===== src/rtl/rtc_pkg.sv =====
// rtl/rtc_pkg.sv - shared FSM encoding, field limits and cursor codes for the time editor
package rtc_pkg;

    typedef enum logic [1:0] {
        ST_IDLE   = 2'd0,
        ST_EDIT   = 2'd1,
        ST_COMMIT = 2'd2
    } state_e;

    localparam logic [7:0] HOUR_MAX   = 8'h23;
    localparam logic [7:0] MINSEC_MAX = 8'h59;

    localparam logic [1:0] FIELD_HH = 2'd0;
    localparam logic [1:0] FIELD_MM = 2'd1;
    localparam logic [1:0] FIELD_SS = 2'd2;

    // Snapshot bytes that are not legal BCD for their field start the edit at 00.
    function automatic logic [7:0] clamp_bcd(input logic [7:0] value, input logic [7:0] max_value);
        logic [7:0] result;
        result = value;
        if (value[7:4] > 4'd9 || value[3:0] > 4'd9 || value > max_value) begin
            result = 8'h00;
        end
        return result;
    endfunction

endpackage


===== src/rtl/bcd_wrap_step.sv =====
// rtl/bcd_wrap_step.sv - one BCD up/down step on a byte with wrap between 00 and max
module bcd_wrap_step (
    input  logic [7:0] value_in,
    input  logic [7:0] max_value,
    input  logic       up,
    input  logic       down,
    output logic [7:0] value_out
);

    always_comb begin
        value_out = value_in;
        if (up && !down) begin
            if (value_in >= max_value) begin
                value_out = 8'h00;
            end else if (value_in[3:0] >= 4'd9) begin
                value_out = {value_in[7:4] + 4'd1, 4'd0};
            end else begin
                value_out = {value_in[7:4], value_in[3:0] + 4'd1};
            end
        end else if (down && !up) begin
            if (value_in == 8'h00 || value_in > max_value) begin
                value_out = max_value;
            end else if (value_in[3:0] == 4'd0) begin
                value_out = {value_in[7:4] - 4'd1, 4'd9};
            end else begin
                value_out = {value_in[7:4], value_in[3:0] - 4'd1};
            end
        end
    end

endmodule


===== src/rtl/hour_edit_ctrl.sv =====
// rtl/hour_edit_ctrl.sv - live/edit time source for the hour renderer with RTC write-back handshake
module hour_edit_ctrl
    import rtc_pkg::*;
(
    input  logic       clk,
    input  logic       reset,
    input  logic       programar_on,
    input  logic       btn_up,
    input  logic       btn_down,
    input  logic       btn_left,
    input  logic       btn_right,
    input  logic [7:0] rtc_hour_in1,
    input  logic [7:0] rtc_hour_in2,
    input  logic [7:0] rtc_hour_in3,
    input  logic       rtc_valid,
    output logic [7:0] hour_out1,
    output logic [7:0] hour_out2,
    output logic [7:0] hour_out3,
    output logic [3:0] direccion_actual_pantalla,
    output logic       wr_req,
    output logic [7:0] wr_data1,
    output logic [7:0] wr_data2,
    output logic [7:0] wr_data3,
    input  logic       wr_ack
);

    state_e     state_q, state_d;
    logic [7:0] hh_q, hh_d, mm_q, mm_d, ss_q, ss_d;
    logic [1:0] cursor_q, cursor_d;
    logic       wr_req_q, wr_req_d;
    logic [7:0] wd1_q, wd1_d, wd2_q, wd2_d, wd3_q, wd3_d;

    logic [7:0] field_val, field_max, field_next;

    // The single stepper works on whichever field the cursor points at.
    always_comb begin
        field_val = hh_q;
        field_max = HOUR_MAX;
        case (cursor_q)
            FIELD_MM: begin
                field_val = mm_q;
                field_max = MINSEC_MAX;
            end
            FIELD_SS: begin
                field_val = ss_q;
                field_max = MINSEC_MAX;
            end
            default: ;
        endcase
    end

    bcd_wrap_step u_step (
        .value_in  (field_val),
        .max_value (field_max),
        .up        (btn_up),
        .down      (btn_down),
        .value_out (field_next)
    );

    always_comb begin
        state_d  = state_q;
        hh_d     = hh_q;
        mm_d     = mm_q;
        ss_d     = ss_q;
        cursor_d = cursor_q;
        wr_req_d = wr_req_q;
        wd1_d    = wd1_q;
        wd2_d    = wd2_q;
        wd3_d    = wd3_q;
        case (state_q)
            ST_IDLE: begin
                cursor_d = FIELD_HH;
                if (programar_on) begin
                    state_d = ST_EDIT;
                    hh_d    = clamp_bcd(hh_q, HOUR_MAX);
                    mm_d    = clamp_bcd(mm_q, MINSEC_MAX);
                    ss_d    = clamp_bcd(ss_q, MINSEC_MAX);
                end else if (rtc_valid) begin
                    hh_d = rtc_hour_in1;
                    mm_d = rtc_hour_in2;
                    ss_d = rtc_hour_in3;
                end
            end
            ST_EDIT: begin
                if (!programar_on) begin
                    // Buttons in the leaving cycle are dropped; the write carries the settled values.
                    state_d  = ST_COMMIT;
                    wr_req_d = 1'b1;
                    wd1_d    = hh_q;
                    wd2_d    = mm_q;
                    wd3_d    = ss_q;
                end else begin
                    case (cursor_q)
                        FIELD_MM: mm_d = field_next;
                        FIELD_SS: ss_d = field_next;
                        default:  hh_d = field_next;
                    endcase
                    if (btn_right && !btn_left) begin
                        cursor_d = (cursor_q == FIELD_SS) ? FIELD_HH : cursor_q + 2'd1;
                    end else if (btn_left && !btn_right) begin
                        cursor_d = (cursor_q == FIELD_HH) ? FIELD_SS : cursor_q - 2'd1;
                    end
                end
            end
            ST_COMMIT: begin
                if (wr_ack) begin
                    state_d  = ST_IDLE;
                    wr_req_d = 1'b0;
                    cursor_d = FIELD_HH;
                end
            end
            default: begin
                state_d  = ST_IDLE;
                wr_req_d = 1'b0;
            end
        endcase
    end

    always_ff @(posedge clk or negedge reset) begin
        if (!reset) begin
            state_q  <= ST_IDLE;
            hh_q     <= 8'h00;
            mm_q     <= 8'h00;
            ss_q     <= 8'h00;
            cursor_q <= FIELD_HH;
            wr_req_q <= 1'b0;
            wd1_q    <= 8'h00;
            wd2_q    <= 8'h00;
            wd3_q    <= 8'h00;
        end else begin
            state_q  <= state_d;
            hh_q     <= hh_d;
            mm_q     <= mm_d;
            ss_q     <= ss_d;
            cursor_q <= cursor_d;
            wr_req_q <= wr_req_d;
            wd1_q    <= wd1_d;
            wd2_q    <= wd2_d;
            wd3_q    <= wd3_d;
        end
    end

    assign hour_out1                 = hh_q;
    assign hour_out2                 = mm_q;
    assign hour_out3                 = ss_q;
    assign direccion_actual_pantalla = {2'b00, cursor_q};
    assign wr_req                    = wr_req_q;
    assign wr_data1                  = wd1_q;
    assign wr_data2                  = wd2_q;
    assign wr_data3                  = wd3_q;

endmodule


===== config.mk =====
export PLATFORM = sky130hd
export DESIGN_NAME = hour_edit_ctrl
export DESIGN_NICKNAME = d
export VERILOG_FILES = /design/src/rtl/rtc_pkg.sv /design/src/rtl/bcd_wrap_step.sv /design/src/rtl/hour_edit_ctrl.sv
export SDC_FILE = /design/constraint.sdc
export NUM_CORES = 1
export LEC_CHECK = 0
export BUFFER_PORTS_ARGS = -buffer_cell sky130_fd_sc_hd__buf_2
export CAP_MARGIN = 5
export CORE_AREA = 2 2 80 82
export DETAILED_ROUTE_END_ITERATION = 16
export DIE_AREA = 0 0 82 84
export PLACE_DENSITY = 0.86
export SYNTH_ARGS = -nofsm -noshare
export SYNTH_HDL_FRONTEND = slang
export SYNTH_SLANG_ARGS = --single-unit

===== constraint.sdc =====
create_clock -name clk -period 7.05 [get_ports clk]
set_input_delay 1.0575 -clock clk [delete_from_list [all_inputs] [get_ports clk]]
set_output_delay 1.0575 -clock clk [all_outputs]
set_load 0.005 [all_outputs]

# Yosys cells after proc, flatten, opt, wreduce, memory -nomap -nowiden
# Cells that the tools add are included.
op_classes:
  n_addsub: 6
  multipliers: 0
  div: 0
  order_cmp: 12
  n_eq_ne: 16
  shift: 0
  mux: 39
  bitwise_logic: 2
  reduce_logical: 29
ops:
  columns: ["op", "count"]
  rows:
  - ["$mux 8", 21]
  - ["$pmux 8 s2", 4]
  - ["$gt 4x4->1 const B", 6]
  - ["$gt 8x7->1 const B", 2]
  - ["$mux 2", 8]
  - ["$ne 3x3->1 const B", 5]
  - ["$reduce_and 5->1", 3]
  - ["$ne 2x2->1 const B", 6]
  - ["$pmux 2 s3", 2]
  - ["$add 4x1->4 const B", 2]
  - ["$ge 8x7->1", 1]
  - ["$gt 8x6->1 const B", 1]
  - ["$gt 8x7->1", 1]
  - ["$logic_not 8->1", 1]
  - ["$sub 4x1->4 const B", 2]
  - ["$logic_or 1x1->1", 7]
  - ["$mux 7", 1]
  - ["$reduce_and 3->1", 2]
  - ["$eq 2x1->1 const B", 2]
  - ["$eq 2x2->1 const B", 2]
  - ["$ge 4x4->1 const B", 1]
  - ["$logic_and 1x1->1", 4]
  - ["$logic_not 1->1", 4]
  - ["$logic_not 2->1", 2]
  - ["other kinds (12)", 14]
totals:
  ff_bits: 53
  latchBits: 0
  ramBits: 0
  mem_bits_ro: 0
  output_inout_bits: 53
  wordCells: 113
  mem_count: 0

# Longest topological paths before layout
# Gate-level depths: netlist of run 1.
depth:
  ltp_word: 11
  mapped_depth: 15
  ltp_nobuf: 13

# Cells and area by module
# A second synthesis of run 1 with hierarchy kept.
unflattened:
  cells_unflattened: 326
  area_unflattened_um2: 3435.8
modules_own_cells:
  columns: ["module", "instances", "cells_per_inst", "area_per_inst_um2"]
  rows:
  - ["hour_edit_ctrl", 1, 220, 2621.3]
  - ["bcd_wrap_step", 1, 106, 814.5]

# Worst setup path before layout of run 1
# No wires, ideal clock.
synth_path:
  kind: "register to register"
  startpoint: "reg cursor_q[0]"
  endpoint: "reg mm_q[1] (netlist: hour_out2[1])"
  setup_time_ns: 0.141
  arrival_time_ns: 3.164
  required_time_ns: 6.909
  path_slack_ns: 3.745
  stages_incl_launch_ff: 15
  synth_period_minus_slack_ns: 3.305
  path_cell_list: "dfrtp_1 -> inv_1 -> ha_1 -> buf_2 -> buf_2 -> a21o_1 -> inv_1 -> ha_1 -> nor2b_1 -> nand3_1 -> nor4_4 -> o21a_4 -> nor2_1 -> o41ai_2 -> a31oi_1"
synth_between:
  elab_chain_len: 11
synth_lines:
  columns: ["item", "line_no", "rtl"]
  rows:
  - ["start: declaration", "hour_edit_ctrl.sv:29", "logic [1:0] cursor_q, cursor_d;"]
  - ["start signal: assignment", "hour_edit_ctrl.sv:135", "cursor_q <= cursor_d;"]
  - ["$eq 2x2->1 or $eq 2x1->1 (tied branches)", "hour_edit_ctrl.sv:39, hour_edit_ctrl.sv:93", null]
  - ["$reduce_or 2->1 (no line)", null, null]
  - ["$mux 7", "hour_edit_ctrl.sv:39", "case (cursor_q)"]
  - ["$gt 8x7->1", "bcd_wrap_step.sv:21", "if (value_in == 8'h00 || value_in > max_value) begin"]
  - ["$logic_or 1x1->1", "bcd_wrap_step.sv:21", null]
  - ["$mux 8", "bcd_wrap_step.sv:21", null]
  - ["$mux 8", "bcd_wrap_step.sv:20", "end else if (down && !up) begin"]
  - ["$mux 8", "bcd_wrap_step.sv:12", "if (up && !down) begin"]
  - ["$mux 8", "hour_edit_ctrl.sv:93", "case (cursor_q)"]
  - ["$mux 8", "hour_edit_ctrl.sv:85", "if (!programar_on) begin"]
  - ["$pmux 8 s2", "hour_edit_ctrl.sv:70", "case (state_q)"]
  - ["end signal: assignment", "hour_edit_ctrl.sv:133", "mm_q <= mm_d;"]
  - ["end: declaration", "hour_edit_ctrl.sv:28", "logic [7:0] hh_q, hh_d, mm_q, mm_d, ss_q, ss_d;"]
# Parallel ways exist; a longest one is shown, timed or not. The select of a mux whose other input is x is not followed.
# A chain may end at the register's enable or synchronous reset.

# Worst setup path after layout of run 1
layout_path:
  startpoint: "reg cursor_q[0]"
  endpoint: "reg hh_q[1] (netlist: hour_out1[1])"
layout_between:
  elab_chain_len: 11
layout_lines:
  columns: ["item", "line_no", "rtl"]
  rows:
  - ["$eq 2x2->1 or $eq 2x1->1 (tied branches)", "hour_edit_ctrl.sv:39, hour_edit_ctrl.sv:93", null]
  - ["$reduce_or 2->1 (no line)", null, null]
  - ["$mux 7", "hour_edit_ctrl.sv:39", null]
  - ["$gt 8x7->1", "bcd_wrap_step.sv:21", null]
  - ["$logic_or 1x1->1", "bcd_wrap_step.sv:21", null]
  - ["$mux 8", "bcd_wrap_step.sv:21", null]
  - ["$mux 8", "bcd_wrap_step.sv:20", null]
  - ["$mux 8", "bcd_wrap_step.sv:12", null]
  - ["$mux 8", "hour_edit_ctrl.sv:93", null]
  - ["$mux 8", "hour_edit_ctrl.sv:85", null]
  - ["$pmux 8 s2", "hour_edit_ctrl.sv:70", null]
  - ["end signal: assignment", "hour_edit_ctrl.sv:132", "hh_q <= hh_d;"]
  - ["end: declaration", "hour_edit_ctrl.sv:28", null]
# Parallel ways exist; a longest one is shown, timed or not. The select of a mux whose other input is x is not followed.

==> results of run 1 <==
## placed cells by master, fill, tap and decap left out, drive strengths merged, types with 2 or more instances in the layout
master  count
nor2b       5
nand3       6
ha         11
conb        2
a311oi      3
dfrtp      53
a21oi      24
nor3       10
o21ai      13
a221oi      2
o41ai       2
o21a        4
a21o        7
buf        87
mux2       24
nand2      39
clkbuf      6
xnor2       4
nand4       3
and3        2
nor4        6
mux2i       3
a22oi       8
o31ai       3
o311ai      2
o22ai       2
nand2b      6
inv        11
a31oi      24
o211ai      7
nor2       47
## registers in the layout, summed over array words and instances (netlist names)
name,cells
cursor_q,2
wr_data1,8
hour_out2,8
hour_out3,8
wr_req,1
hour_out1,8
wr_data3,8
wr_data2,8
state_q,2
## final timing paths
check / endpoint / slack [ps] / depth (start not counted)
setup / recovery: hour_out1[1] / 3280 / 14
hold / removal: wr_data1[1] / 510 / 1
setup reg to reg: hour_out1[1] / 3280 / 14
hold reg to reg: wr_data1[1] / 510 / 1
max in group asynchronous: wr_data1[3] / 5870 / 2
min in group asynchronous: wr_data3[1] / 650 / 1
## cell type report
class	instances	area [um2]	area share [%]
inverter	11	41.3	1.07
clock buffer	6	72.6	1.89
clock inverter	2	38.8	1.01
multi-input combinational	277	1810	47.1
timing repair buffer	87	458	11.9
sequential	53	1330	34.5
tap	77	96.3	2.51
## where the power goes
group,switching (W),total (W),internal (W),leakage (nW)
registers,0.000162,0.000610,0.000448,0.628
logic,0.000542,0.000945,0.000403,1.02
clock network,0.0000994,0.000206,0.000107,0.0554
total,0.000804,0.00176,0.000957,1.70
## synthesized netlist by cell type (all sizes together) (10+ instances only)
| cell | instances | area, um2 |
|---|---|---|
| nand2 | 39 | 146 |
| a21oi | 24 | 128 |
| a31oi | 24 | 150 |
| inv | 11 | 41.3 |
| o21ai | 13 | 65.1 |
| ha | 11 | 138 |
| nor3 | 10 | 50.1 |
| nor2 | 47 | 176 |
| mux2 | 24 | 270 |
| clkbuf | 14 | 52.6 |
| dfrtp | 53 | 1330 |
## stage by stage
step	area, um2	power, W	std cells
after global placement	3710	0.00152	504
after floorplan	3260	0.00120	363
after detailed placement	3710	0.00154	504
after CTS	3820	0.00175	512
after global routing	3840	0.00190	513
final	3840	0.00176	513
## cells by family (layout without fill, tap and decap cells)
family                   count (synthesis)  in the layout
adder cells (fa/ha/maj)                 11             11
multiplexers                            27             27
other                                    1              2
XOR/XNOR                                 5              5
AND/OR/NAND/NOR                        126            126
flip-flops                              53             53
AO/OA/AOI/OAI                          106            106
buffers and inverters                   33            106
## metal layers
| layer | vias up | global-route usage (%) | share of wire [%] |
|---|---|---|---|
| met1 | 1458 | 37.2 | 41 |
| li1 | 1468 | - | - |
| met4 | 0 | 8.79 | 2.8 |
| met3 | 25 | 5.19 | 8.4 |
| met2 | 180 | 41.8 | 48 |
| met5 | - | 0 | 0 |
## worst max-delay path: stages (launching register included)
cell                      delay, ps
sky130_fd_sc_hd__dfrtp_1        390
sky130_fd_sc_hd__inv_1           80
sky130_fd_sc_hd__ha_1           300
sky130_fd_sc_hd__buf_4          240
sky130_fd_sc_hd__nor2_1         130
sky130_fd_sc_hd__a21o_1         220
sky130_fd_sc_hd__inv_1          100
sky130_fd_sc_hd__ha_1           300
sky130_fd_sc_hd__a21o_1         170
sky130_fd_sc_hd__a21oi_1        160
sky130_fd_sc_hd__o21a_1         460
sky130_fd_sc_hd__o21a_4         240
sky130_fd_sc_hd__nor2_1          70
sky130_fd_sc_hd__o41ai_2        570
sky130_fd_sc_hd__a31oi_1        160
==> flow_summary.html, run 1 <==
<table>
<tr><th>Metric</th><th>Value</th></tr>
<tr><th colspan="2">Clocking</th></tr>
<tr><td>TritonCTS clock tree</td><td>done</td></tr>
<tr><td>Number of buffers added by the clock tree synthesis step</td><td>5</td></tr>
<tr><td>Clk_lat worst skew</td><td>310 ps</td></tr>
<tr><td>Clock transition at path regs</td><td>~90 ps</td></tr>
<tr><td>Hold Buf Count CTS</td><td>0</td></tr>
<tr><td>Resize count post-CTS</td><td>0</td></tr>
<tr><td>Root Driver</td><td>sky130_fd_sc_hd__clkbuf_8</td></tr>
<tr><td>Setup Buffers After CTS</td><td>0</td></tr>
<tr><td>Max clock buf depth</td><td>2</td></tr>
<tr><td># clock sinks</td><td>between 50 and 60</td></tr>
<tr><td>H-tree level count</td><td>2</td></tr>
<tr><th colspan="2">Yosys</th></tr>
<tr><td>Fraction of synthesized cell area in xor and xnor cells</td><td>1.34%</td></tr>
<tr><td>Adder and majority gate portion of the synthesized area</td><td>4.22%</td></tr>
<tr><td>Combinational family with the most area after synthesis</td><td>compound AO/OA/AOI/OAI gates</td></tr>
<tr><td>Mux contribution to synthesized area</td><td>9.21%</td></tr>
<tr><td>Number of register bits inferred by synthesis</td><td>53</td></tr>
<tr><td>Share of the synthesized area in compound gates (AO/OA/AOI/OAI)</td><td>~22%</td></tr>
<tr><td>Synthesized instance count</td><td>between 300 and 400</td></tr>
<tr><td>Netlist area before placement</td><td>0.00326 mm2</td></tr>
<tr><td>Simple-gate area share of the yosys netlist</td><td>17.5%</td></tr>
<tr><td>Count of flip-flops with a built-in enable after synthesis</td><td>0</td></tr>
<tr><td>Total number of yosys warnings</td><td>0</td></tr>
<tr><td>Ys async rst share</td><td>between 90% and 100%</td></tr>
<tr><td>Sequential share of the synthesized area</td><td>40.7%</td></tr>
<tr><td>Commonest register cell after synthesis</td><td>sky130_fd_sc_hd__dfrtp_1</td></tr>
<tr><td>Avg Synthesized Cell Area</td><td>9.01 um2</td></tr>
<tr><td>Number of distinct standard cells referenced by the synthesized netlist</td><td>47</td></tr>
<tr><th colspan="2">Critical path</th></tr>
<tr><td>Reg2Reg Launch Point</td><td>cursor_q[0]</td></tr>
<tr><td>Critical path capture point type</td><td>flip-flop</td></tr>
<tr><td>Critical path type</td><td>reg -&gt; reg</td></tr>
<tr><td>Maximum fanout encountered on the critical timing path</td><td>34</td></tr>
<tr><td>Crit path DAT</td><td>3900 ps</td></tr>
<tr><td>Worst Setup Start Kind</td><td>flip-flop</td></tr>
<tr><td>Data required time at the worst endpoint</td><td>7180 ps</td></tr>
<tr><td>First element of the critical path</td><td>cursor_q[0]</td></tr>
<tr><th colspan="2">STA</th></tr>
<tr><td>Worst slack on hold paths</td><td>512 ps</td></tr>
<tr><td>Final max-slew violation count</td><td>0</td></tr>
<tr><td>Final worst path period share</td><td>53.5%</td></tr>
<tr><td>Final number of setup-violating endpoints</td><td>0</td></tr>
<tr><td>Unrepaired setup endpoints after global routing</td><td>false</td></tr>
<tr><td>Headroom to the max-slew limit</td><td>about a fifth</td></tr>
<tr><td>Worst setup slack after layout</td><td>3280 ps</td></tr>
<tr><td>Worst clock skew</td><td>12.0 ps</td></tr>
<tr><td>Highest attainable clock frequency</td><td>0.265 GHz</td></tr>
<tr><td>Post-Route Setup TNS</td><td>0 ps</td></tr>
<tr><td>Worst slew pin tran</td><td>1210 ps</td></tr>
<tr><td>Number of endpoints with negative hold slack in the final report</td><td>0</td></tr>
<tr><td>Final min period</td><td>3770 ps</td></tr>
<tr><th colspan="2">Drt</th></tr>
<tr><td>Number of DRC markers in iteration 0</td><td>between 400 and 500</td></tr>
<tr><td>DRC errors left</td><td>0</td></tr>
<tr><td>Via count</td><td>3,131</td></tr>
<tr><td>Avg Vias per Cell</td><td>6.10</td></tr>
<tr><td>Final WL</td><td>8.93 mm</td></tr>
<tr><td>Pre-antenna DRT Iters</td><td>6</td></tr>
<tr><td>Count of nets left with antenna violations after detail routing</td><td>0</td></tr>
<tr><td>DR WL/cell</td><td>17.4 um</td></tr>
<tr><th colspan="2">Placement</th></tr>
<tr><td>Quantity of I/O buffers inserted on ports</td><td>83</td></tr>
<tr><td>Pre-CTS WS</td><td>about 3400 ps</td></tr>
<tr><td>Post-DP HPWL</td><td>6.68 mm</td></tr>
<tr><td>Placer congestion estimate</td><td>a little under 0.9</td></tr>
<tr><th colspan="2">Floorplan</th></tr>
<tr><td>Total die area</td><td>0.00689 mm2</td></tr>
<tr><td>Die extent in y</td><td>approximately 84 um</td></tr>
<tr><td>Horizontal die dimension</td><td>between 80 and 90 um</td></tr>
<tr><td>Num ports</td><td>86</td></tr>
<tr><td>Core region area</td><td>0.00610 mm2</td></tr>
<tr><td>Cell row count</td><td>29</td></tr>
<tr><td>Initial cell density of the core</td><td>between 50 and 60%</td></tr>
<tr><th colspan="2">Power</th></tr>
<tr><td>Peak ir drop on the vdd network</td><td>around 0.27 mV</td></tr>
<tr><td>Leakage Power</td><td>1.70 nW</td></tr>
<tr><td>Total power density per cell area</td><td>458 mW/mm2</td></tr>
<tr><th colspan="2">Layout</th></tr>
<tr><td>Number of nets in the final layout</td><td>479</td></tr>
<tr><td>Share of post-route cells with drive strength above 1</td><td>30.0%</td></tr>
<tr><td>Number of diodes</td><td>0</td></tr>
<tr><td>Number of fillers in the final layout</td><td>506</td></tr>
<tr><td>Final core utilization</td><td>between 60% and 70%</td></tr>
<tr><td>Area growth from synthesis to layout</td><td>17.8%</td></tr>
<tr><th colspan="2">Global route</th></tr>
<tr><td>Wire length of the first global-routing pass</td><td>14.4 mm</td></tr>
<tr><td>Number of antenna violations at the first check in global routing</td><td>0</td></tr>
<tr><td>Largest net degree at the start of global routing</td><td>54</td></tr>
<tr><td>Vias in the first global route</td><td>2,946</td></tr>
<tr><td>Total routing resource utilization after global routing</td><td>26.8%</td></tr>
<tr><td>Total congestion overflow after global routing</td><td>0</td></tr>
<tr><th colspan="2">Min path</th></tr>
<tr><td>Path class of the lowest-slack min-delay path</td><td>reg -&gt; reg</td></tr>
<tr><td>Worst min-delay path startpoint</td><td>wr_data1[1]</td></tr>
<tr><th colspan="2">Run</th></tr>
<tr><td>Maximum capacitance violations</td><td>0</td></tr>
<tr><th colspan="2">Outcome</th></tr>
<tr><td>Run status</td><td>completed</td></tr>
</table>
(Power assumes the default switching activity.)
==> run 2: changes to the inputs <==
--- a/config.mk
+++ b/config.mk
@@ -7,10 +7,10 @@
 export LEC_CHECK = 0
 export BUFFER_PORTS_ARGS = -buffer_cell sky130_fd_sc_hd__buf_2
 export CAP_MARGIN = 5
-export CORE_AREA = 2 2 80 82
+export CORE_AREA = 2 2 82 84
 export DETAILED_ROUTE_END_ITERATION = 16
-export DIE_AREA = 0 0 82 84
-export PLACE_DENSITY = 0.86
+export DIE_AREA = 0 0 84 86
+export PLACE_DENSITY = 0.82
 export SYNTH_ARGS = -nofsm -noshare
 export SYNTH_HDL_FRONTEND = slang
 export SYNTH_SLANG_ARGS = --single-unit
==> constraint.sdc (replaced) <==
create_clock -name clk -period 3.89 [get_ports clk]
set_input_delay 0.5835 -clock clk [delete_from_list [all_inputs] [get_ports clk]]
set_output_delay 0.5835 -clock clk [all_outputs]
set_load 0.005 [all_outputs]
==> run 2 against run 1 <==
Net effect: register-to-register slack lost 3000 ps; wire length is 4.6% higher; die area grew 4.9%; global-route usage decreased by 0.26 points; worst setup slack got worse by 3000 ps; non-clock buffer count increased by 8; clock skew down 5.0 ps; maximum frequency up 4.6%.
==> flow_summary.html, run 2 (synthesized netlist as in run 1, its figures left out) <==
<table>
<tr><th>Metric</th><th>Value</th></tr>
<tr><th colspan="2">Global route</th></tr>
<tr><td>Vias in the first global route</td><td>3,032 (was 2,946)</td></tr>
<tr><td>Largest net degree at the start of global routing</td><td>34 (was 54)</td></tr>
<tr><td>Total congestion overflow after global routing</td><td>0 (unchanged)</td></tr>
<tr><td>Number of antenna violations at the first check in global routing</td><td>0 (unchanged)</td></tr>
<tr><td>Total routing resource utilization after global routing</td><td>26.5% (was 26.8%)</td></tr>
<tr><td>Wire length of the first global-routing pass</td><td>15.4 mm (was 14.4 mm)</td></tr>
<tr><th colspan="2">Floorplan</th></tr>
<tr><td>Initial cell density of the core</td><td>51.9% (was 53.5%)</td></tr>
<tr><td>Horizontal die dimension</td><td>84 um (was 82 um)</td></tr>
<tr><td>Core region area</td><td>0.00628 mm2 (was 0.00610 mm2)</td></tr>
<tr><td>Cell row count</td><td>29 (unchanged)</td></tr>
<tr><td>Die extent in y</td><td>86 um (was 84 um)</td></tr>
<tr><td>Total die area</td><td>0.00722 mm2 (was 0.00689 mm2)</td></tr>
<tr><td>Num ports</td><td>86 (unchanged)</td></tr>
<tr><th colspan="2">Power</th></tr>
<tr><td>Total power density per cell area</td><td>820 mW/mm2 (was 458 mW/mm2)</td></tr>
<tr><td>Peak ir drop on the vdd network</td><td>0.451 mV (was 0.265 mV)</td></tr>
<tr><td>Leakage Power</td><td>1.72 nW (was 1.70 nW)</td></tr>
<tr><th colspan="2">Critical path</th></tr>
<tr><td>Critical path capture point type</td><td>flip-flop (unchanged)</td></tr>
<tr><td>First element of the critical path</td><td>cursor_q[0] (unchanged)</td></tr>
<tr><td>Minimum setup slack among reg-to-reg paths</td><td>290 ps (was 3280 ps)</td></tr>
<tr><td>Maximum fanout encountered on the critical timing path</td><td>15 (was 34)</td></tr>
<tr><td>Crit path DAT</td><td>3740 ps (was 3900 ps)</td></tr>
<tr><td>Reg2Reg Launch Point</td><td>cursor_q[0] (unchanged)</td></tr>
<tr><td>Data required time at the worst endpoint</td><td>4030 ps (was 7180 ps)</td></tr>
<tr><td>Worst Setup Start Kind</td><td>flip-flop (unchanged)</td></tr>
<tr><td>Critical path type</td><td>reg -&gt; reg (unchanged)</td></tr>
<tr><th colspan="2">Clocking</th></tr>
<tr><td>Number of buffers added by the clock tree synthesis step</td><td>5 (unchanged)</td></tr>
<tr><td>H-tree level count</td><td>2 (unchanged)</td></tr>
<tr><td>Max clock buf depth</td><td>2 (unchanged)</td></tr>
<tr><td>Clk_lat worst skew</td><td>310 ps (about the same)</td></tr>
<tr><td>Clock transition at path regs</td><td>100 ps (was 90 ps)</td></tr>
<tr><td># clock sinks</td><td>53 (unchanged)</td></tr>
<tr><td>Root Driver</td><td>sky130_fd_sc_hd__clkbuf_8 (unchanged)</td></tr>
<tr><td>TritonCTS clock tree</td><td>done (unchanged)</td></tr>
<tr><th colspan="2">Layout</th></tr>
<tr><td>Commonest cells after routing, fill and taps aside</td><td>sky130_fd_sc_hd__buf_2, sky130_fd_sc_hd__dfrtp_1, sky130_fd_sc_hd__nor2_1, sky130_fd_sc_hd__nand2_1 (unchanged)</td></tr>
<tr><td>Leading cell type in the layout, fill and taps excluded</td><td>sky130_fd_sc_hd__buf_2 (unchanged)</td></tr>
<tr><td>Area growth from synthesis to layout</td><td>18.9% (was 17.8%)</td></tr>
<tr><td>Number of nets in the final layout</td><td>487 (was 479)</td></tr>
<tr><td>Share of post-route cells with drive strength above 1</td><td>31.3% (was 30.0%)</td></tr>
<tr><td>Number of non-filler instances in the completed layout</td><td>521 (was 513)</td></tr>
<tr><td>Area of all placed cells without fillers</td><td>0.00388 mm2 (was 0.00384 mm2)</td></tr>
<tr><td>Number of diodes</td><td>0 (unchanged)</td></tr>
<tr><td>Final core utilization</td><td>61.8% (was 63.0%)</td></tr>
<tr><th colspan="2">Min path</th></tr>
<tr><td>Path class of the lowest-slack min-delay path</td><td>in -&gt; async (was reg -&gt; reg)</td></tr>
<tr><th colspan="2">STA</th></tr>
<tr><td>Number of endpoints with negative hold slack in the final report</td><td>0 (unchanged)</td></tr>
<tr><td>Unrepaired setup endpoints after global routing</td><td>false (unchanged)</td></tr>
<tr><td>Final worst path period share</td><td>92.6% (was 53.5%)</td></tr>
<tr><td>Headroom to the max-slew limit</td><td>28.3% (was 19.0%)</td></tr>
<tr><td>Highest attainable clock frequency</td><td>0.278 GHz (was 0.265 GHz)</td></tr>
<tr><td>Final max-slew violation count</td><td>0 (unchanged)</td></tr>
<tr><td>Final min period</td><td>3600 ps (was 3770 ps)</td></tr>
<tr><td>Post-Route Setup TNS</td><td>0 ps (unchanged)</td></tr>
<tr><td>Worst slack on hold paths</td><td>207 ps (was 512 ps)</td></tr>
<tr><td>Final number of setup-violating endpoints</td><td>0 (unchanged)</td></tr>
<tr><td>Worst slew pin tran</td><td>1080 ps (was 1210 ps)</td></tr>
<tr><td>Worst clock skew</td><td>7.04 ps (was 12.0 ps)</td></tr>
<tr><th colspan="2">Drt</th></tr>
<tr><td>Met3 wirelength from detailed routing</td><td>720 um (was 746 um)</td></tr>
<tr><td>Avg Vias per Cell</td><td>6.04 (was 6.10)</td></tr>
<tr><td>Pre-antenna DRT Iters</td><td>5 (was 6)</td></tr>
<tr><td>Top layer in use</td><td>met4 (unchanged)</td></tr>
<tr><td>DRC errors left</td><td>0 (unchanged)</td></tr>
<tr><td>Number of DRC markers in iteration 0</td><td>265 (was 496)</td></tr>
<tr><td>Metal2 WL</td><td>4.67 mm (was 4.26 mm)</td></tr>
<tr><td>Via count</td><td>3,148 (was 3,131)</td></tr>
<tr><td>Final WL</td><td>9.34 mm (was 8.93 mm)</td></tr>
<tr><td>Count of nets left with antenna violations after detail routing</td><td>0 (unchanged)</td></tr>
<tr><td>DR WL/cell</td><td>17.9 um (was 17.4 um)</td></tr>
<tr><td>Routed length on met1</td><td>3.83 mm (was 3.67 mm)</td></tr>
<tr><th colspan="2">Outcome</th></tr>
<tr><td>Run status</td><td>completed (unchanged)</td></tr>
<tr><th colspan="2">Run</th></tr>
<tr><td>Maximum capacitance violations</td><td>0 (unchanged)</td></tr>
<tr><th colspan="2">Placement</th></tr>
<tr><td>Placer congestion estimate</td><td>0.924 (was 0.868)</td></tr>
<tr><td>Cell area after placement</td><td>0.00378 mm2 (was 0.00371 mm2)</td></tr>
<tr><td>Quantity of I/O buffers inserted on ports</td><td>83 (unchanged)</td></tr>
<tr><td>Placed cells</td><td>513 (was 504)</td></tr>
<tr><td>Post-DP HPWL</td><td>7.07 mm (was 6.68 mm)</td></tr>
</table>
[run 2: changes by cell type in the layout (fill, tap and decap cells not counted), sizes merged]
cell	delta
buf	+8
clkinvlp	+2
bufinv	-1
clkinv	-1
[run 2: critical path, stage by stage, from the launching register on]
cell	delay, ps
sky130_fd_sc_hd__dfrtp_1	400
sky130_fd_sc_hd__inv_1	90
sky130_fd_sc_hd__ha_1	450
sky130_fd_sc_hd__nor2_1	150
sky130_fd_sc_hd__a21o_1	220
sky130_fd_sc_hd__inv_1	100
sky130_fd_sc_hd__ha_1	300
sky130_fd_sc_hd__nor2b_1	130
sky130_fd_sc_hd__nand3_1	150
sky130_fd_sc_hd__o21a_1	490
sky130_fd_sc_hd__o21a_4	250
sky130_fd_sc_hd__nor2_1	70
sky130_fd_sc_hd__o41ai_2	470
sky130_fd_sc_hd__a31oi_1	150
[run 2: metrics by stage]
| stage | setup slack, ps | total power [W] |
|---|---|---|
| floorplan | 585 | 0.00218 |
| global placement | 472 | 0.00280 |
| detailed placement | 285 | 0.00284 |
| CTS | 282 | 0.00316 |
| global route | 18.4 | 0.00344 |
| finish | 287 | 0.00318 |
[run 2: power by group]
group	leakage, nW	switching (W)	total [W]	internal [W]
logic	1.06	0.00100	0.00177	0.000764
registers	0.628	0.000290	0.00110	0.000811
clock network	0.0374	0.000184	0.000311	0.000127
[run 2: what timing repair did]
| action | CTS | global route |
|---|---|---|
| hold buffers | 0 | 0 |
| buffers inserted | 0 | 0 |
| endpoints found under the setup margin | 0 | 6 |
| gates resized for setup | 0 | 2 |
[run 2: worst paths after layout]
kind | depth (start not counted) | end
max | 13 | hour_out2[1]
min | 1 | wr_data3[3]
max reg2reg | 13 | hour_out2[1]
min reg2reg | 1 | wr_data1[0]
max in group asynchronous | 2 | wr_data1[1]
min in group clk | 1 | wr_data1[0]
[run 2: layer usage]
metal / global-route usage, % / vias to the layer above
met3: 3.46 / 17
met5: 0 / -
met4: 6.45 / 0
li1: - / 1482
met1: 37.2 / 1483
met2: 44.2 / 166
[run 2: cell type report]
cell class	instances	area [um2]
Clock buffer	6	72.6
Fill cell	543	2400
Timing Repair Buffer	95	505
Clock inverter	2	15.0
Multi-Input combinational cell	277	1820
Inverter	11	41.3
Tap cell	77	96.3
Sequential cell	53	1330
==> run 3: changes to the inputs <==
--- a/config.mk
+++ b/config.mk
@@ -7,10 +7,11 @@
 export LEC_CHECK = 0
 export BUFFER_PORTS_ARGS = -buffer_cell sky130_fd_sc_hd__buf_2
 export CAP_MARGIN = 5
-export CORE_AREA = 2 2 82 84
+export CORE_AREA = 2 2 80 82
+export CTS_BUF_LIST = sky130_fd_sc_hd__clkbuf_8
 export DETAILED_ROUTE_END_ITERATION = 16
-export DIE_AREA = 0 0 84 86
-export PLACE_DENSITY = 0.82
+export DIE_AREA = 0 0 82 84
+export PLACE_DENSITY = 0.86
 export SYNTH_ARGS = -nofsm -noshare
 export SYNTH_HDL_FRONTEND = slang
 export SYNTH_SLANG_ARGS = --single-unit
==> run 3 against run 2 <==
Net effect: sequential cell count unchanged; clock power about the same; total power increased by 0.38%; first-iteration DRC count increased by 15%; worst setup slack improved by 91 ps; via count increased by 1.7%; hold slack improved by 170 ps; critical path depth unchanged; largest power group unchanged; register-to-register slack improved by 90 ps; global-route usage increased by 2.3 points; final cell count decreased by 0.38%.
==> flow_summary.html, run 3 (synthesized netlist as in run 1, its figures left out) <==
<table>
<tr><th>Metric</th><th>Value</th></tr>
<tr><th colspan="2">Layout</th></tr>
<tr><td>Area growth from synthesis to layout</td><td>18.1% (was 18.9%)</td></tr>
<tr><td>Number of diodes</td><td>0 (unchanged)</td></tr>
<tr><td>Commonest cells after routing, fill and taps aside</td><td>sky130_fd_sc_hd__buf_2, sky130_fd_sc_hd__dfrtp_1, sky130_fd_sc_hd__nor2_1, sky130_fd_sc_hd__nand2_1 (unchanged)</td></tr>
<tr><td>Area of all placed cells without fillers</td><td>0.00385 mm2 (was 0.00388 mm2)</td></tr>
<tr><td>Number of nets in the final layout</td><td>485 (was 487)</td></tr>
<tr><td>Share of post-route cells with drive strength above 1</td><td>31.0% (was 31.3%)</td></tr>
<tr><td>Leading cell type in the layout, fill and taps excluded</td><td>sky130_fd_sc_hd__buf_2 (unchanged)</td></tr>
<tr><td>Number of fillers in the final layout</td><td>526 (was 543)</td></tr>
<tr><th colspan="2">Clocking</th></tr>
<tr><td>Clk_lat worst skew</td><td>310 ps (about the same)</td></tr>
<tr><td>Clock transition at path regs</td><td>100 ps (about the same)</td></tr>
<tr><td>Number of buffers added by the clock tree synthesis step</td><td>5 (unchanged)</td></tr>
<tr><td>TritonCTS clock tree</td><td>done (unchanged)</td></tr>
<tr><td>Hold Buf Count CTS</td><td>0 (unchanged)</td></tr>
<tr><td>Resize count post-CTS</td><td>0 (unchanged)</td></tr>
<tr><td>Root Driver</td><td>sky130_fd_sc_hd__clkbuf_8 (unchanged)</td></tr>
<tr><td>Max clock buf depth</td><td>2 (unchanged)</td></tr>
<tr><td>Setup Buffers After CTS</td><td>0 (unchanged)</td></tr>
<tr><td># clock sinks</td><td>53 (unchanged)</td></tr>
<tr><td>H-tree level count</td><td>2 (unchanged)</td></tr>
<tr><th colspan="2">Floorplan</th></tr>
<tr><td>Num ports</td><td>86 (unchanged)</td></tr>
<tr><td>Cell row count</td><td>29 (unchanged)</td></tr>
<tr><td>Horizontal die dimension</td><td>82 um (was 84 um)</td></tr>
<tr><td>Core region area</td><td>0.00610 mm2 (was 0.00628 mm2)</td></tr>
<tr><td>Die extent in y</td><td>84 um (was 86 um)</td></tr>
<tr><td>Initial cell density of the core</td><td>53.5% (was 51.9%)</td></tr>
<tr><td>Total die area</td><td>0.00689 mm2 (was 0.00722 mm2)</td></tr>
<tr><th colspan="2">Power</th></tr>
<tr><td>Leakage Power</td><td>1.71 nW (was 1.72 nW)</td></tr>
<tr><td>Peak ir drop on the vdd network</td><td>0.469 mV (was 0.451 mV)</td></tr>
<tr><td>Net switching power</td><td>0.00150 W (was 0.00148 W)</td></tr>
<tr><td>Internal Power</td><td>0.00169 W (was 0.00170 W)</td></tr>
<tr><td>Switching part of the total power</td><td>47.1% (was 46.4%)</td></tr>
<tr><td>Portion of total power attributed to the clock network</td><td>9.8% (about the same)</td></tr>
<tr><td>Total power density per cell area</td><td>828 mW/mm2 (was 820 mW/mm2)</td></tr>
<tr><td>Sequential fraction of design power</td><td>34.9% (was 34.7%)</td></tr>
<tr><td>Combinational group share of total power</td><td>55.4% (was 55.6%)</td></tr>
<tr><th colspan="2">Critical path</th></tr>
<tr><td>Critical path type</td><td>reg -&gt; reg (unchanged)</td></tr>
<tr><td>Ordered list of cells on the worst path</td><td>inv_1 -&gt; ha_1 -&gt; nor2_1 -&gt; a21o_1 -&gt; inv_1 -&gt; ha_1 -&gt; a21o_1 -&gt; a21oi_1 -&gt; o21a_1 -&gt; o21a_4 -&gt; nor2_1 -&gt; o41ai_2 -&gt; a31oi_1 (was inv_1 -&gt; ha_1 -&gt; nor2_1 -&gt; a21o_1 -&gt; inv_1 -&gt; ha_1 -&gt; nor2b_1 -&gt; nand3_1 -&gt; o21a_1 -&gt; o21a_4 -&gt; nor2_1 -&gt; o41ai_2 -&gt; a31oi_1)</td></tr>
<tr><td>Worst Setup Start Kind</td><td>flip-flop (unchanged)</td></tr>
<tr><td>Crit path DAT</td><td>3650 ps (was 3740 ps)</td></tr>
<tr><td>Critical Path Slowest Stage Cell</td><td>sky130_fd_sc_hd__o41ai_2 (was sky130_fd_sc_hd__o21a_1)</td></tr>
<tr><td>Data required time at the worst endpoint</td><td>4020 ps (was 4030 ps)</td></tr>
<tr><td>Cell family contributing the most delay on the critical path</td><td>compound AO/OA/AOI/OAI gates (unchanged)</td></tr>
<tr><td>Slowest cell delay on critical path</td><td>490 ps (about the same)</td></tr>
<tr><td>Maximum fanout encountered on the critical timing path</td><td>15 (unchanged)</td></tr>
<tr><td>Critical path capture point type</td><td>flip-flop (unchanged)</td></tr>
<tr><td>Buffers plus inverters on the worst setup path</td><td>2 (unchanged)</td></tr>
<tr><th colspan="2">Drt</th></tr>
<tr><td>DRC errors left</td><td>0 (unchanged)</td></tr>
<tr><td>Final WL</td><td>9.50 mm (was 9.34 mm)</td></tr>
<tr><td>Top layer in use</td><td>met4 (unchanged)</td></tr>
<tr><td>DR WL/cell</td><td>18.3 um (was 17.9 um)</td></tr>
<tr><td>Pre-antenna DRT Iters</td><td>5 (unchanged)</td></tr>
<tr><td>Metal2 WL</td><td>4.60 mm (was 4.67 mm)</td></tr>
<tr><td>Via count</td><td>3,201 (was 3,148)</td></tr>
<tr><td>Count of nets left with antenna violations after detail routing</td><td>0 (unchanged)</td></tr>
<tr><td>Met3 wirelength from detailed routing</td><td>825 um (was 720 um)</td></tr>
<tr><td>Routed length on met1</td><td>3.74 mm (was 3.83 mm)</td></tr>
<tr><td>Number of DRC markers in iteration 0</td><td>305 (was 265)</td></tr>
<tr><td>Avg Vias per Cell</td><td>6.17 (was 6.04)</td></tr>
<tr><th colspan="2">Global route</th></tr>
<tr><td>Total congestion overflow after global routing</td><td>0 (unchanged)</td></tr>
<tr><td>Total routing resource utilization after global routing</td><td>28.8% (was 26.5%)</td></tr>
<tr><td>Number of antenna violations at the first check in global routing</td><td>0 (unchanged)</td></tr>
<tr><td>Vias in the first global route</td><td>3,095 (was 3,032)</td></tr>
<tr><td>Wire length of the first global-routing pass</td><td>15.3 mm (was 15.4 mm)</td></tr>
<tr><td>Largest net degree at the start of global routing</td><td>54 (was 34)</td></tr>
<tr><th colspan="2">STA</th></tr>
<tr><td>Unrepaired setup endpoints after global routing</td><td>false (unchanged)</td></tr>
<tr><td>Final max-slew violation count</td><td>0 (unchanged)</td></tr>
<tr><td>Highest attainable clock frequency</td><td>0.285 GHz (was 0.278 GHz)</td></tr>
<tr><td>Worst clock skew</td><td>14.7 ps (was 7.04 ps)</td></tr>
<tr><td>Number of endpoints with negative hold slack in the final report</td><td>0 (unchanged)</td></tr>
<tr><td>Final worst path period share</td><td>90.3% (was 92.6%)</td></tr>
<tr><td>Worst slew pin tran</td><td>1040 ps (was 1080 ps)</td></tr>
<tr><td>Final number of setup-violating endpoints</td><td>0 (unchanged)</td></tr>
<tr><td>Post-Route Setup TNS</td><td>0 ps (unchanged)</td></tr>
<tr><td>Headroom to the max-slew limit</td><td>30.8% (was 28.3%)</td></tr>
<tr><td>Final min period</td><td>3510 ps (was 3600 ps)</td></tr>
<tr><th colspan="2">Placement</th></tr>
<tr><td>Quantity of I/O buffers inserted on ports</td><td>83 (unchanged)</td></tr>
<tr><td>Post-DP HPWL</td><td>7.09 mm (was 7.07 mm)</td></tr>
<tr><td>Placer congestion estimate</td><td>1.01 (was 0.924)</td></tr>
<tr><td>Cell area after placement</td><td>0.00376 mm2 (was 0.00378 mm2)</td></tr>
<tr><th colspan="2">Outcome</th></tr>
<tr><td>Run status</td><td>completed (unchanged)</td></tr>
<tr><th colspan="2">Run</th></tr>
<tr><td>Maximum capacitance violations</td><td>0 (unchanged)</td></tr>
<tr><th colspan="2">Min path</th></tr>
<tr><td>Path class of the lowest-slack min-delay path</td><td>in -&gt; async (unchanged)</td></tr>
</table>
==> run 3: through the flow <==
stage	instances	power [W]	hold slack (ps)	setup slack (ps)	util (%)
6_report	519	0.00319	377	378	63.2
5_1_grt	519	0.00344	436	87.7	63.2
4_1_cts	519	0.00317	416	434	63.2
3_5_place_dp	511	0.00285	490	463	61.7
3_3_place_gp	511	0.00280	484	588	61.7
2_1_floorplan	363	0.00218	288	585	-
==> run 3: path summary, 6_finish.rpt <==
kind | start | endpoint | slack [ps] | cells past startpoint
setup / recovery | cursor_q[0] | hour_out3[1] | 380 | 13
hold / removal | reset | wr_data3[1] | 380 | 2
setup reg to reg | cursor_q[0] | hour_out3[1] | 380 | 13
hold reg to reg | wr_data3[6] | wr_data3[6] | 510 | 1
max in group asynchronous | reset | hour_out1[7] | 3040 | 2
min in group clk | rtc_hour_in3[5] | hour_out3[5] | 510 | 3
==> run 3: per-layer routing <==
metal	vias up	global-route usage [%]
li1	1466	-
met1	1523	39.4
met2	180	44.7
met3	32	5.19
met4	0	11.7
met5	-	0
==> run 3: cell type report <==
class / count / area [um2] / share of cell area, %
Tap cell: 77 / 96.3 / 2.50
Sequential cell: 53 / 1330 / 34.4
Timing Repair Buffer: 93 / 490 / 12.7
Multi-Input combinational cell: 277 / 1810 / 47.0
Clock buffer: 5 / 68.8 / 1.79
Inverter: 11 / 41.3 / 1.07
Clock inverter: 3 / 18.8 / 0.487
==> run 3: power groups by stage <==
stage	logic [W]	registers, W	clock network (W)
detailed placement	0.00174	0.00112	0
CTS	0.00175	0.00111	0.000312
floorplan	0.00113	0.00105	0
global placement	0.00170	0.00109	0
global route	0.00196	0.00115	0.000334
finish	0.00177	0.00111	0.000312
==> run 3: worst register-to-register path: cells and delay by family (launching register included) <==
family | cells | cell delay, ps
compound gates | 7 | 1920
fa+ha+maj | 2 | 640
flops | 1 | 410
buf+inv | 2 | 180
simple gates | 2 | 180
